===== config.mk =====
export PLATFORM = sky130hd
export DESIGN_NAME = integer_file_write_arbiter
export DESIGN_NICKNAME = d
export VERILOG_FILES = /design/src/rtl/integer_file_write_arbiter_pkg.sv /design/src/rtl/integer_file_write_arbiter_fifo.sv /design/src/rtl/integer_file_write_arbiter.sv
export SDC_FILE = /design/constraint.sdc
export NUM_CORES = 1
export LEC_CHECK = 0
export BUFFER_PORTS_ARGS = -buffer_cell sky130_fd_sc_hd__buf_2
export CELL_PAD_IN_SITES_DETAIL_PLACEMENT = 1
export CELL_PAD_IN_SITES_GLOBAL_PLACEMENT = 2
export CORE_UTILIZATION = 32
export DETAILED_ROUTE_END_ITERATION = 12
export HOLD_SLACK_MARGIN = 0.05
export PLACE_DENSITY_LB_ADDON = 0.1
export SYNTH_ARGS = -nofsm -noshare
export SYNTH_HDL_FRONTEND = slang
export SYNTH_HIERARCHICAL = 1
export SYNTH_SLANG_ARGS = --single-unit

===== constraint.sdc =====
create_clock -name clk_i -period 2.8 [get_ports clk_i]
set_clock_uncertainty 0.1 [all_clocks]
set_input_delay 0.56 -clock clk_i [delete_from_list [all_inputs] [get_ports clk_i]]
set_output_delay 0.56 -clock clk_i [all_outputs]
set_load 0.01 [all_outputs]

===== src/rtl/integer_file_write_arbiter_pkg.sv =====
// Shared types and defaults for the integer register file write-port arbiter.
// Holds the late-result entry layout plus DEPTH/STARVE_LIMIT defaults.
package integer_file_write_arbiter_pkg;

  localparam int unsigned DEPTH_DEF        = 2;
  localparam int unsigned STARVE_LIMIT_DEF = 3;
  localparam logic [4:0]  X0_ADDR          = 5'd0;

  typedef struct packed {
    logic [4:0]  addr;
    logic [31:0] data;
  } late_entry_t;

  // x0 is hardwired zero, so it never takes part in writes or hazards
  function automatic logic is_real_reg(input logic [4:0] addr);
    return (addr != X0_ADDR);
  endfunction

endpackage


===== src/rtl/integer_file_write_arbiter_fifo.sv =====
// Synchronous FIFO buffering late results until the write port is free.
// Flags are derived from registered occupancy only.
module late_result_fifo
  import integer_file_write_arbiter_pkg::*;
#(
  parameter int unsigned DEPTH = DEPTH_DEF
) (
  input  logic        clk_i,
  input  logic        rst_i,
  input  logic        push_i,
  input  logic        pop_i,
  input  late_entry_t entry_i,
  output late_entry_t entry_o,
  output logic        full_o,
  output logic        empty_o
);

  localparam int unsigned PW = $clog2(DEPTH);
  localparam int unsigned CW = PW + 1;

  logic [PW-1:0] wr_ptr_q, wr_ptr_d;
  logic [PW-1:0] rd_ptr_q, rd_ptr_d;
  logic [CW-1:0] count_q, count_d;
  late_entry_t   mem_q [DEPTH];
  logic          push_ok_s;
  logic          pop_ok_s;

  assign full_o    = (count_q == CW'(DEPTH));
  assign empty_o   = (count_q == {CW{1'b0}});
  assign push_ok_s = push_i & ~full_o;
  assign pop_ok_s  = pop_i & ~empty_o;
  assign entry_o   = mem_q[rd_ptr_q];

  // Next pointers and occupancy; power-of-2 depth makes pointer wrap free
  always_comb begin
    wr_ptr_d = wr_ptr_q;
    rd_ptr_d = rd_ptr_q;
    count_d  = count_q;
    if (push_ok_s) begin
      wr_ptr_d = wr_ptr_q + PW'(1);
    end else begin
      wr_ptr_d = wr_ptr_q;
    end
    if (pop_ok_s) begin
      rd_ptr_d = rd_ptr_q + PW'(1);
    end else begin
      rd_ptr_d = rd_ptr_q;
    end
    case ({push_ok_s, pop_ok_s})
      2'b10:   count_d = count_q + CW'(1);
      2'b01:   count_d = count_q - CW'(1);
      default: count_d = count_q;
    endcase
  end

  // Pointer and occupancy registers
  always_ff @(posedge clk_i or posedge rst_i) begin
    if (rst_i) begin
      wr_ptr_q <= {PW{1'b0}};
      rd_ptr_q <= {PW{1'b0}};
      count_q  <= {CW{1'b0}};
    end else begin
      wr_ptr_q <= wr_ptr_d;
      rd_ptr_q <= rd_ptr_d;
      count_q  <= count_d;
    end
  end

  // Entry storage; contents are don't-care while unoccupied
  always_ff @(posedge clk_i) begin
    if (push_ok_s) begin
      mem_q[wr_ptr_q] <= entry_i;
    end
  end

endmodule


===== src/rtl/integer_file_write_arbiter.sv =====
// Arbitrates the integer register file write port between stage 3 writeback and
// buffered late results, and tracks destinations with outstanding late results.
module integer_file_write_arbiter
  import integer_file_write_arbiter_pkg::*;
#(
  parameter int unsigned DEPTH        = DEPTH_DEF,
  parameter int unsigned STARVE_LIMIT = STARVE_LIMIT_DEF
) (
  input  logic        clk_i,
  input  logic        rst_i,
  input  logic        wb_en_i,
  input  logic [4:0]  wb_addr_i,
  input  logic [31:0] wb_data_i,
  input  logic        late_valid_i,
  output logic        late_ready_o,
  input  logic [4:0]  late_addr_i,
  input  logic [31:0] late_data_i,
  input  logic        issue_late_i,
  input  logic [4:0]  issue_addr_i,
  output logic        issue_hazard_o,
  input  logic [4:0]  rs_1_addr_i,
  input  logic [4:0]  rs_2_addr_i,
  output logic        rs_hazard_o,
  output logic        pipe_stall_o,
  output logic [4:0]  rd_addr_o,
  output logic        wr_en_o,
  output logic [31:0] rd_o
);

  localparam logic [3:0] LIMIT = 4'(STARVE_LIMIT);

  late_entry_t head_s;
  logic        full_s, empty_s;
  logic        push_s, head_grant_s, wb_wins_s;
  logic [31:0] pending_q, pending_d;
  logic [3:0]  starve_q, starve_d;

  assign late_ready_o = ~full_s;
  assign push_s       = late_valid_i & ~full_s & is_real_reg(late_addr_i);
  assign wb_wins_s    = wb_en_i & is_real_reg(wb_addr_i);
  assign head_grant_s = ~wb_wins_s & ~empty_s;

  late_result_fifo #(.DEPTH(DEPTH)) u_fifo (
    .clk_i   (clk_i),
    .rst_i   (rst_i),
    .push_i  (push_s),
    .pop_i   (head_grant_s),
    .entry_i ('{addr: late_addr_i, data: late_data_i}),
    .entry_o (head_s),
    .full_o  (full_s),
    .empty_o (empty_s)
  );

  // Write-port grant: stage 3 first, then the FIFO head, else idle
  always_comb begin
    wr_en_o   = 1'b0;
    rd_addr_o = X0_ADDR;
    rd_o      = 32'd0;
    if (wb_wins_s) begin
      wr_en_o   = 1'b1;
      rd_addr_o = wb_addr_i;
      rd_o      = wb_data_i;
    end else if (head_grant_s) begin
      wr_en_o   = 1'b1;
      rd_addr_o = head_s.addr;
      rd_o      = head_s.data;
    end else begin
      wr_en_o   = 1'b0;
    end
  end

  // Scoreboard: clear on head retire, then set on issue so set wins a collision
  always_comb begin
    pending_d = pending_q;
    if (head_grant_s) begin
      pending_d[head_s.addr] = 1'b0;
    end else begin
      pending_d = pending_q;
    end
    if (issue_late_i && is_real_reg(issue_addr_i)) begin
      pending_d[issue_addr_i] = 1'b1;
    end else begin
      pending_d[0] = pending_d[0];
    end
    pending_d[0] = 1'b0;
  end

  assign rs_hazard_o    = (is_real_reg(rs_1_addr_i) & pending_q[rs_1_addr_i]) |
                          (is_real_reg(rs_2_addr_i) & pending_q[rs_2_addr_i]);
  assign issue_hazard_o = is_real_reg(issue_addr_i) & pending_q[issue_addr_i];

  // Starvation: count denied cycles of a waiting head, saturating at the limit
  always_comb begin
    starve_d = starve_q;
    if (empty_s || head_grant_s) begin
      starve_d = 4'd0;
    end else if (starve_q < LIMIT) begin
      starve_d = starve_q + 4'd1;
    end else begin
      starve_d = starve_q;
    end
  end

  assign pipe_stall_o = (starve_q == LIMIT);

  // State registers
  always_ff @(posedge clk_i or posedge rst_i) begin
    if (rst_i) begin
      pending_q <= 32'd0;
      starve_q  <= 4'd0;
    end else begin
      pending_q <= pending_d;
      starve_q  <= starve_d;
    end
  end

endmodule

## After elaboration in Yosys (flattened, before gate mapping)

Memories as Yosys holds them, arrays and structs flattened.
Cells that the tools add are included.

| operators by class | value |
|---|---|
| add/sub/neg operators | 5 |
| $lt $le $gt $ge | 7 |
| eq/ne operators | 4 |
| multiplexer cells | 23 |
| bitwise gates (word level) | 16 |
| reduce and logical (&&, ||, !) cells | 12 |

Operator list:

| cell | count |
|---|---|
| 2-to-1 mux 32 bit | 3 |
| bitwise AND 32 bit | 1 |
| NOT 32 bit | 1 |
| OR 32 bit | 1 |
| 2-to-1 mux 31 bit | 1 |
| nonzero test 5 bit | 5 |
| < comparator 5 x 6 -> 1 bit (second input constant) | 4 |
| binary-select mux 1 bit (select 5 bit) | 3 |
| demux 1 bit (select 5 bit) | 2 |
| >= comparator 5 x 1 -> 1 bit (second input constant) | 2 |
| 2-to-1 mux 5 bit | 2 |
| bitwise AND 1 bit | 9 |
| 2-to-1 mux 1 bit | 9 |
| 2-to-1 mux 4 bit | 2 |
| adder 4 x 1 -> 4 bit (second input constant) | 1 |
| equality test 2 bit (second input constant) | 2 |
| equality test 4 x 2 -> 1 bit (second input constant) | 1 |
| < comparator 4 x 2 -> 1 bit (second input constant) | 1 |
| one-hot mux 2 bit (2 select lines) | 1 |
| nonzero test 2 bit | 2 |
| logical AND 1 bit | 3 |
| NOT 1 bit | 3 |
| adder 1 bit (second input constant) | 2 |
| adder 2 x 1 -> 2 bit (second input constant) | 1 |
| other kinds (5) | 5 |

| word-level totals | value |
|---|---|
| flip-flop bits (word level) | 39 |
| memory bits (writable) | 74 |
| output and inout port bits | 42 |
| memories kept | 1 |

Memories:

| memory | words | width | read ports | clocked after Yosys merged registers in | wr ports | RTL line | source |
|---|---|---|---|---|---|---|---|
| u_fifo.mem_q | 2 | 37 | 1 | 0 | 1 | integer_file_write_arbiter_fifo.sv:24 | `late_entry_t mem_q [DEPTH];` |

## Longest topological paths before layout

Gate-level depths: netlist (run 1).
An unclocked memory read counts as a cell.

| depth | value |
|---|---|
| depth after elaboration | 10 |
| depth in mapped cells | 9 |
| mapped depth without buffers | 9 |

## Cells and area by module

The synthesis (run 1) kept the hierarchy.

Modules (own cells, without submodules):

| module | times used | cells each | area an instance (sq um) |
|---|---|---|---|
| late_result_fifo | 1 | 134 | 2952.8 |
| integer_file_write_arbiter | 1 | 347 | 2876.5 |

## Worst setup path before layout (run 1)

Ideal clock, no wire load.

| path | value |
|---|---|
| path kind | reg-to-reg |
| start | register u_fifo.count_q[0] |
| end | memory u_fifo/mem_q[0][0] in the netlist's numbering (enable) |
| data arrival time | 2.503 ns |
| slack | -0.234 ns |
| cell stages (with the launch flop) | 7 |
| path buffers | 0 |
| clock period less this slack | 3.034 ns |
| path through | dfrtp_1 -> nand2b_1 -> inv_1 -> inv_1 -> o311a_1 -> nand2_1 -> nor2_1 |

| between the ends | value |
|---|---|
| longest elaborated chain between the ends | 7 |

Ends and longest elaborated chain:

| what | RTL line | source |
|---|---|---|
| start: declaration | integer_file_write_arbiter_fifo.sv:23 | `logic [CW-1:0] count_q, count_d;` |
| start signal: assignment | integer_file_write_arbiter_fifo.sv:61 | `count_q <= {CW{1'b0}};` |
| start signal: assignment | integer_file_write_arbiter_fifo.sv:65 | `count_q <= count_d;` |
| equality test 2 bit | integer_file_write_arbiter_fifo.sv:28 | `assign full_o = (count_q == CW'(DEPTH));` |
| net full_s | integer_file_write_arbiter.sv:33 | `logic full_s, empty_s;` |
| NOT 1 bit | n/a |  |
| net late_ready_o | integer_file_write_arbiter.sv:15 | `output logic late_ready_o,` |
| bitwise AND 1 bit (2 in a row) | integer_file_write_arbiter.sv:39 | `assign push_s = late_valid_i & ~full_s & is_real_reg(late_addr_i);` |
| net push_s | integer_file_write_arbiter.sv:34 | `logic push_s, head_grant_s, wb_wins_s;` |
| bitwise AND 1 bit | integer_file_write_arbiter_fifo.sv:30 | `assign push_ok_s = push_i & ~full_o;` |
| 2-to-1 mux 1 bit | integer_file_write_arbiter_fifo.sv:71 | `if (push_ok_s) begin` |
| 2-to-1 mux 1 bit (not written as such) | integer_file_write_arbiter_fifo.sv:72 | `mem_q[wr_ptr_q] <= entry_i;` |
| end: declaration | integer_file_write_arbiter_fifo.sv:24 |  |

The timed path passes the listed nets, and every way through them passes these cells.

## Worst setup path after layout (run 1)

| path | value |
|---|---|
| start | input wb_addr_i[3] |
| end | output rd_o[7] |

| between the ends | value |
|---|---|
| longest elaborated chain between the ends | 6 |

Ends and longest elaborated chain:

| what | RTL line | source |
|---|---|---|
| start: declaration | integer_file_write_arbiter.sv:12 | `input logic [4:0] wb_addr_i,` |
| nonzero test 5 bit (*) | integer_file_write_arbiter_pkg.sv:16 | `return (addr != X0_ADDR);` |
| bitwise AND 1 bit (*) | integer_file_write_arbiter.sv:40 | `assign wb_wins_s = wb_en_i & is_real_reg(wb_addr_i);` |
| NOT 1 bit | integer_file_write_arbiter.sv:41 | `assign head_grant_s = ~wb_wins_s & ~empty_s;` |
| bitwise AND 1 bit | integer_file_write_arbiter.sv:41 |  |
| 2-to-1 mux 32 bit | integer_file_write_arbiter.sv:63 | `end else if (head_grant_s) begin` |
| 2-to-1 mux 32 bit (*) | integer_file_write_arbiter.sv:59 | `if (wb_wins_s) begin` |
| end: declaration | integer_file_write_arbiter.sv:27 | `output logic [31:0] rd_o` |

Every way passes the cells marked *; elsewhere a longest branch is shown, timed or not.

==> results of run 1 <==
-- synthesized netlist by cell type, types with 3 or more instances --
cell type   n  share of area [%]
a21oi_1     3               0.26
and3_1      3               0.32
buf_1       3               0.19
buf_2       7               0.60
buf_6       3               0.58
clkbuf_1   18                1.2
dfrtp_1    39                 17
edfxtp_1   74                 38
inv_1       7               0.45
mux2_2     20                3.9
mux2_4     20                5.2
mux2i_1    10                1.7
mux4_2     21                8.1
nand2_1    83                5.3
nand2b_1    5               0.54
nand3_1    42                3.6
nand3b_1    8                1.0
nand4_1     3               0.32
nor2_1      7               0.45
nor2b_1     3               0.32
nor3_1      7               0.60
nor3b_1     4               0.52
o21ai_0    52                4.5
o2bb2ai_1   3               0.45
o31ai_1     6               0.77
or3_1       3               0.32
xnor2_1     4               0.60
-- cell type report --
type / instances / area [sq um] / area share, %
multi-input cells: 330 / 2500 / 32.7
clock buffers: 17 / 425 / 5.58
inverters: 7 / 26.3 / 0.344
flip-flops and latches: 113 / 3200 / 42.0
repair buffers: 163 / 976 / 12.8
diodes: 2 / 5.00 / 0.0656
clock inverters: 15 / 216 / 2.84
well taps: 225 / 282 / 3.69
-- worst reg2reg max path: cells and delay by family, from the launching register on --
family	cells	cell delay (ns)
AO/OA/AOI/OAI	2	0.34
buffers and inverters	1	0.37
flip-flops	1	0.44
multiplexers	1	0.41
AND/OR/NAND/NOR	2	0.41
-- flip-flops by register name, summed over array words and instances, names as in the netlist --
name,count
starve_q,4
u_fifo/count_q,2
u_fifo/rd_ptr_q,1
u_fifo/wr_ptr_q,1
pending_q,31
u_fifo/mem_q,74
-- cell usage in the layout (no fill, tap or decap), types with 19 or more instances in the layout --
master,n
mux4_2,21
edfxtp_1,74
nand3_1,42
nand2_1,83
dfrtp_1,37
buf_4,21
buf_2,134
clkbuf_16,19
mux2_2,20
mux2_4,20
o21ai_0,52
-- layer usage --
| layer | vias up | global-route usage, % |
|---|---|---|
| li1 | 2108 | - |
| met1 | 2190 | 22.4 |
| met2 | 122 | 31.7 |
| met3 | 27 | 4.85 |
| met4 | 2 | 8.24 |
| met5 | - | 0 |
-- path summary, 6_finish.rpt --
| check | from | end | slack [ns] | depth (start not counted) |
|---|---|---|---|---|
| setup / recovery | wb_addr_i[3] | rd_o[7] | 0.08 | 8 |
| hold / removal | late_data_i[4] | u_fifo/mem_q[1][4] | 0.23 | 1 |
| setup reg to reg | u_fifo/rd_ptr_q | pending_q[4] | 0.60 | 6 |
| hold reg to reg | u_fifo/count_q[1] | u_fifo/count_q[1] | 0.41 | 1 |
| max in group asynchronous | rst_i | pending_q[18] | 1.53 | 4 |
| min in group asynchronous | rst_i | u_fifo/rd_ptr_q | 0.50 | 3 |
-- power by group --
group	switching (mW)	total, mW	leakage (nW)	internal [mW]
sequential	0.385	2.74	1.15	2.35
combinational	1.38	2.67	1.74	1.29
clock	0.750	2.32	0.302	1.57
-- metrics by stage --
stage	setup slack, ns	hold slack (ns)	std cells	setup TNS, ns
final	0.0763	0.235	872	0
after global routing	-0.0546	0.220	871	-0.0546
after CTS	0.00381	0.215	866	0
after detailed placement	0.0372	0.370	829	0
after global placement	0.0459	0.363	829	0
after floorplan	0.0554	0.226	481	0
-- cell families (layout without fill, tap and decap cells) --
logic type      count (synthesis)  after routing  share of synthesized area (%)
other cells                     0              2                              0
fa+ha+maj                       2              2                          0.429
flops                         113            113                           54.9
compound gates                 75             75                           7.49
mux                            71             71                           18.8
simple gates                  176            176                           14.5
buf+inv                        38            202                           2.98
xor+xnor                        6              6                          0.901
-- repair_timing --
action / CTS / global route
hold buffers: 1 / 0
endpoints found under the setup margin: 1 / 25
setup buffers: 4 / 2
pin swaps: 0 / 1
hold endpoints to repair: 4 / 0
gates cloned: 0 / 2
resized for setup: 1 / 6
==> run_results.csv, run 1 <==
group,metric,value,unit
status,outcome,"completed",
final_layout,stdcell_area,7630,sq um
global_routing,grt_pass1_wl,25900,um
clock_tree,clkTransAtPathRegs,0.05,ns
global_routing,grt-ovfl-total,0,
final_layout,postLayoutCoreUtil,43.5,%
routing,first_pass_iters,4,
clock_tree,root_buffer,"clkbuf_16",
routing,drt-initial-drc-count,149,
routing,wl_met2,8340,um
die,io_pins,136,
yosys,ys_async_sr_fraction,34.5,%
clock_tree,clock_path_buffers,2,
yosys,synth-seq-cells,113,
timing,hold_violations,0,
yosys,ys_warn_count,6,
final_layout,layout.nets,728,
run,max_cap_viol_count,0,
timing,setup_violations,0,
routing,viasPerCell,5.10,
place,place_congestion,0.814,
die,die_y,137,um
clock_tree,clkLatencyLatePin,0.41,ns
die,die-area,18800,sq um
place,placed_area,6840,sq um
routing,via_count,4449,
pwr,finalPower,7.73,mW
routing,wl,16800,um
global_routing,grt_max_degree,38,
global_routing,track_usage,18.7,%
die,fp-row-count,48,
timing,post-route-period-util,97.3,%
place,portBuffers,135,
routing,drc,0,
die,start_util,33.2,%
pwr,power.static_leakage,3.20,nW
worst_setup_path,slowest_stage,"or4_4",
yosys,synth.distinct_cells,44,
worst_setup_path,crit_buf_inv,4,
pwr,ir_drop,463,uV
hold_path,min_path_type,"input port to flip-flop",
routing,ant_nets,0,
worst_setup_path,cp-start-kind,"input port",
timing,fin_crit,2.72,ns
yosys,synth_nets,577,
final_layout,layout-drive-gt1-share,41.4,%
pwr,power.density,1010,nW/um^2
clock_tree,cts_buffers,17,
die,design.core.area,17500,sq um
worst_setup_path,cp_top_family,"simple AND/OR/NAND/NOR gates",
place,dp_hpwl,11900,um
yosys,synth.avg_cell_area,12.1,sq um
yosys,syn_area,5830,sq um
worst_setup_path,cpMostUsedCell,"buf_2",
worst_setup_path,path_class,"input port to primary output",
worst_setup_path,required,2.14,ns
yosys,synth_edf_count,74,
routing,routed-wl-met3,840,um
global_routing,grt_pass1_vias,4807,
worst_setup_path,critPathMaxFanout,17,
yosys,synth-main-ff-cell,"edfxtp_1",
timing,worst_slew_pin_slew,0.531,ns
yosys,syn_inst,481,
worst_setup_path,path_cells,"buf_2, or4_4, o21ai_4, buf_12, clkbuf_16, nand3_1, nand2_1, buf_2",
routing,highest_layer,"met5",
clock_tree,clock_sinks,113,
timing,slew_violations,0,
routing,wl_met1,7230,um
final_layout,fillerInstances,1945,
timing,fmax,367,MHz
clock_tree,cts_tree,"yes",
worst_setup_path,slowest_delay,0.55,ns
timing,rsz0062_at_grt,"yes",
clock_tree,h-tree-depth,4,
worst_setup_path,arrival,2.06,ns
routing,wire_per_inst,19.3,um
timing,timing.slew.headroom,64.6,%
global_routing,antenna_found_initial,3,
worst_setup_path,endpoint_kind,"primary output",
yosys,ys_seq_area_share,54.9,%
die,die_x,137,um
final_layout,area_growth,30.8,%
No activity file was read; power rests on OpenSTA's default activity.
==> inputs of run 2 (changes only) <==
--- a/config.mk
+++ b/config.mk
@@ -11,7 +11,8 @@
 export CORE_UTILIZATION = 32
 export DETAILED_ROUTE_END_ITERATION = 12
 export HOLD_SLACK_MARGIN = 0.05
-export PLACE_DENSITY_LB_ADDON = 0.1
+export PLACE_DENSITY = 0.88
+export SETUP_SLACK_MARGIN = 0.2
 export SYNTH_ARGS = -nofsm -noshare
 export SYNTH_HDL_FRONTEND = slang
 export SYNTH_HIERARCHICAL = 1
==> run 2 against run 1 <==
  * Hold slack lost 0.0029 ns
  * Wire length grew 9.4%
  * Global-route usage grew 0.92 points
  * Combinational power grew 13%
  * Final area grew 5.2%
  * Die area is the same
  * Maximum frequency grew 0.35%
  * First-iteration DRC count grew 86%
  * Critical path depth shrank 3
==> run_results.csv, run 2 (synthesis results as in run 1) <==
group,metric,value,unit
routing,wl,18400,um
routing,drt-initial-drc-count,277,
routing,wire_per_inst,21.1,um
final_layout,area_growth,37.6,%
final_layout,largest_register_ffs,74,
worst_setup_path,slowest_stage,"mux4_2",
hold_path,hold_path_end,"u_fifo/mem_q[1][5]",
final_layout,final_cell_mix,"buf_2 (122), nand2_1 (74), edfxtp_1 (74)",
timing,fmax,368,MHz
clock_tree,clkTransAtPathRegs,0.06,ns
worst_setup_path,path_cells,"mux4_2, or3b_4, a21oi_4, o21ai_1, buf_2",
global_routing,grt_max_degree,38,
timing,worst_slew_pin_slew,0.978,ns
routing,first_pass_iters,4,
clock_tree,clkLatencyLatePin,0.42,ns
global_routing,antenna_found_initial,1,
global_routing,grt_pass1_vias,4837,
global_routing,grt-ovfl-total,0,
worst_setup_path,critPathMaxFanout,2,
final_layout,instances_no_fill,874,
timing,slew_violations,0,
worst_setup_path,cp-start-kind,"flip-flop",
pwr,p_int,5.11,mW
routing,ant_nets,0,
place,dp.cells,820,
worst_setup_path,endpoint_kind,"primary output",
pwr,switching_share,35.4,%
clock_tree,h-tree-depth,4,
pwr,combPwrFrac,38.2,%
timing,fin_crit,2.71,ns
worst_setup_path,slowest_delay,0.46,ns
die,die_y,137,um
place,place_congestion,0.836,
die,start_util,33.2,%
clock_tree,root_buffer,"clkbuf_16",
pwr,pwr-share-clk,26.2,%
clock_tree,clock_path_buffers,2,
timing,setup_tns,0,ns
hold_path,hold_depth,1,
clock_tree,cts_tree,"yes",
timing,worst_slack,0.0857,ns
clock_tree,cts_buffers,17,
final_layout,postLayoutCoreUtil,45.8,%
final_layout,top_regs,"u_fifo/mem_q (74), pending_q (31), starve_q (4)",
pwr,ir_drop,513,uV
routing,via_count,4650,
die,fp-row-count,48,
timing,post-route-period-util,96.9,%
status,outcome,"completed",
global_routing,grt_pass1_wl,26800,um
final_layout,regMostFlops,"u_fifo/mem_q",
place,dp_hpwl,11700,um
hold_path,min_path_type,"input port to flip-flop",
timing,setup_violations,0,
final_layout,layout-drive-gt1-share,48.1,%
routing,drc,0,
worst_setup_path,r2r-end,"u_fifo/mem_q[0][32]",
pwr,seqPwrFrac,35.5,%
clock_tree,clock_sinks,113,
timing,timing.slew.headroom,34.7,%
pwr,power.density,986,nW/um^2
pwr,p_sw,2.80,mW
place,dp_slack,0.0464,ns
final_layout,final_common_cell,"buf_2",
final_layout,layout.nets,731,
worst_setup_path,path_class,"flip-flop to primary output",
timing,hold_violations,0,
hold_path,min_from,"late_data_i[5]",
die,io_pins,136,
run,max_cap_viol_count,0,
final_layout,fillerInstances,1897,
place,portBuffers,135,
die,design.core.area,17500,sq um
die,die_x,137,um
pwr,power.static_leakage,3.29,nW
worst_setup_path,arrival,2.05,ns
worst_setup_path,reg2reg_slack,0.28,ns
timing,holdWs,0.232,ns
worst_setup_path,required,2.14,ns
global_routing,track_usage,19.7,%
worst_setup_path,reg2reg_depth,6,
timing,rsz0062_at_grt,"yes",
die,die-area,18800,sq um
routing,viasPerCell,5.32,
worst_setup_path,reg2reg_from,"u_fifo/count_q[0]",
## run 2: per-stage QoR
step	total power, mW	area (sq um)
floorplan	4.46	5830
global placement	5.21	6790
detailed placement	5.38	6790
CTS	7.61	7610
global route	8.29	8020
finish	7.91	8020
## run 2: worst max-delay path by stage
| stage | start | end | depth (start not counted) |
|---|---|---|---|
| 2_1_floorplan | rs_1_addr_i[0] | rs_hazard_o | 5 |
| 3_3_place_gp | rs_1_addr_i[2] | rs_hazard_o | 7 |
| 3_5_place_dp | rs_1_addr_i[2] | rs_hazard_o | 7 |
| 4_1_cts | pending_q[8] | rs_hazard_o | 5 |
| 5_1_grt | pending_q[7] | issue_hazard_o | 6 |
| 6_report | pending_q[8] | rs_hazard_o | 5 |
## run 2: per-layer routing
| layer | part of all wire (%) | wire length (um) | GRT usage [%] | vias up |
|---|---|---|---|---|
| met5 | 0 | 0 | 0 | - |
| met1 | 42 | 7670 | 23.3 | 2364 |
| li1 | - | - | - | 2113 |
| met4 | 1.4 | 263 | 8.00 | 0 |
| met2 | 51 | 9480 | 33.2 | 159 |
| met3 | 5.5 | 1010 | 5.70 | 14 |
## run 2: area by class of cell
class | count | area, sq um | area share [%]
flip-flops and latches | 113 | 3200 | 39.9
diodes | 1 | 2.50 | 0.0312
well taps | 225 | 282 | 3.51
clock inverters | 14 | 140 | 1.75
clock buffers | 18 | 429 | 5.35
inverters | 7 | 26.3 | 0.327
repair buffers | 165 | 1150 | 14.3
multi-input cells | 331 | 2790 | 34.8
## run 2: critical path, delay by kind of cell (launching register included)
kind | cells | cell delay [ns]
simple gates | 1 | 0.39
buf+inv | 1 | 0.14
flops | 1 | 0.40
mux | 1 | 0.46
compound gates | 2 | 0.23
## run 2: repair_timing
item                                    in CTS  in global routing
gates cloned                                 3                  4
endpoints found under the setup margin      36                 63
endpoints found under the hold margin        4                  0
gates resized for setup                     27                 56
setup buffers                                7                  6
pin swaps                                   11                 57
hold buffers                                 1                  0
## run 2: power by group through the flow
stage               registers [mW]  logic [mW]  clock network, mW
floorplan                     2.58        1.87                  0
global placement              2.76        2.45                  0
detailed placement            2.82        2.55                  0
CTS                           2.79        2.72               2.11
global route                  2.86        3.26               2.18
finish                        2.81        3.02               2.08
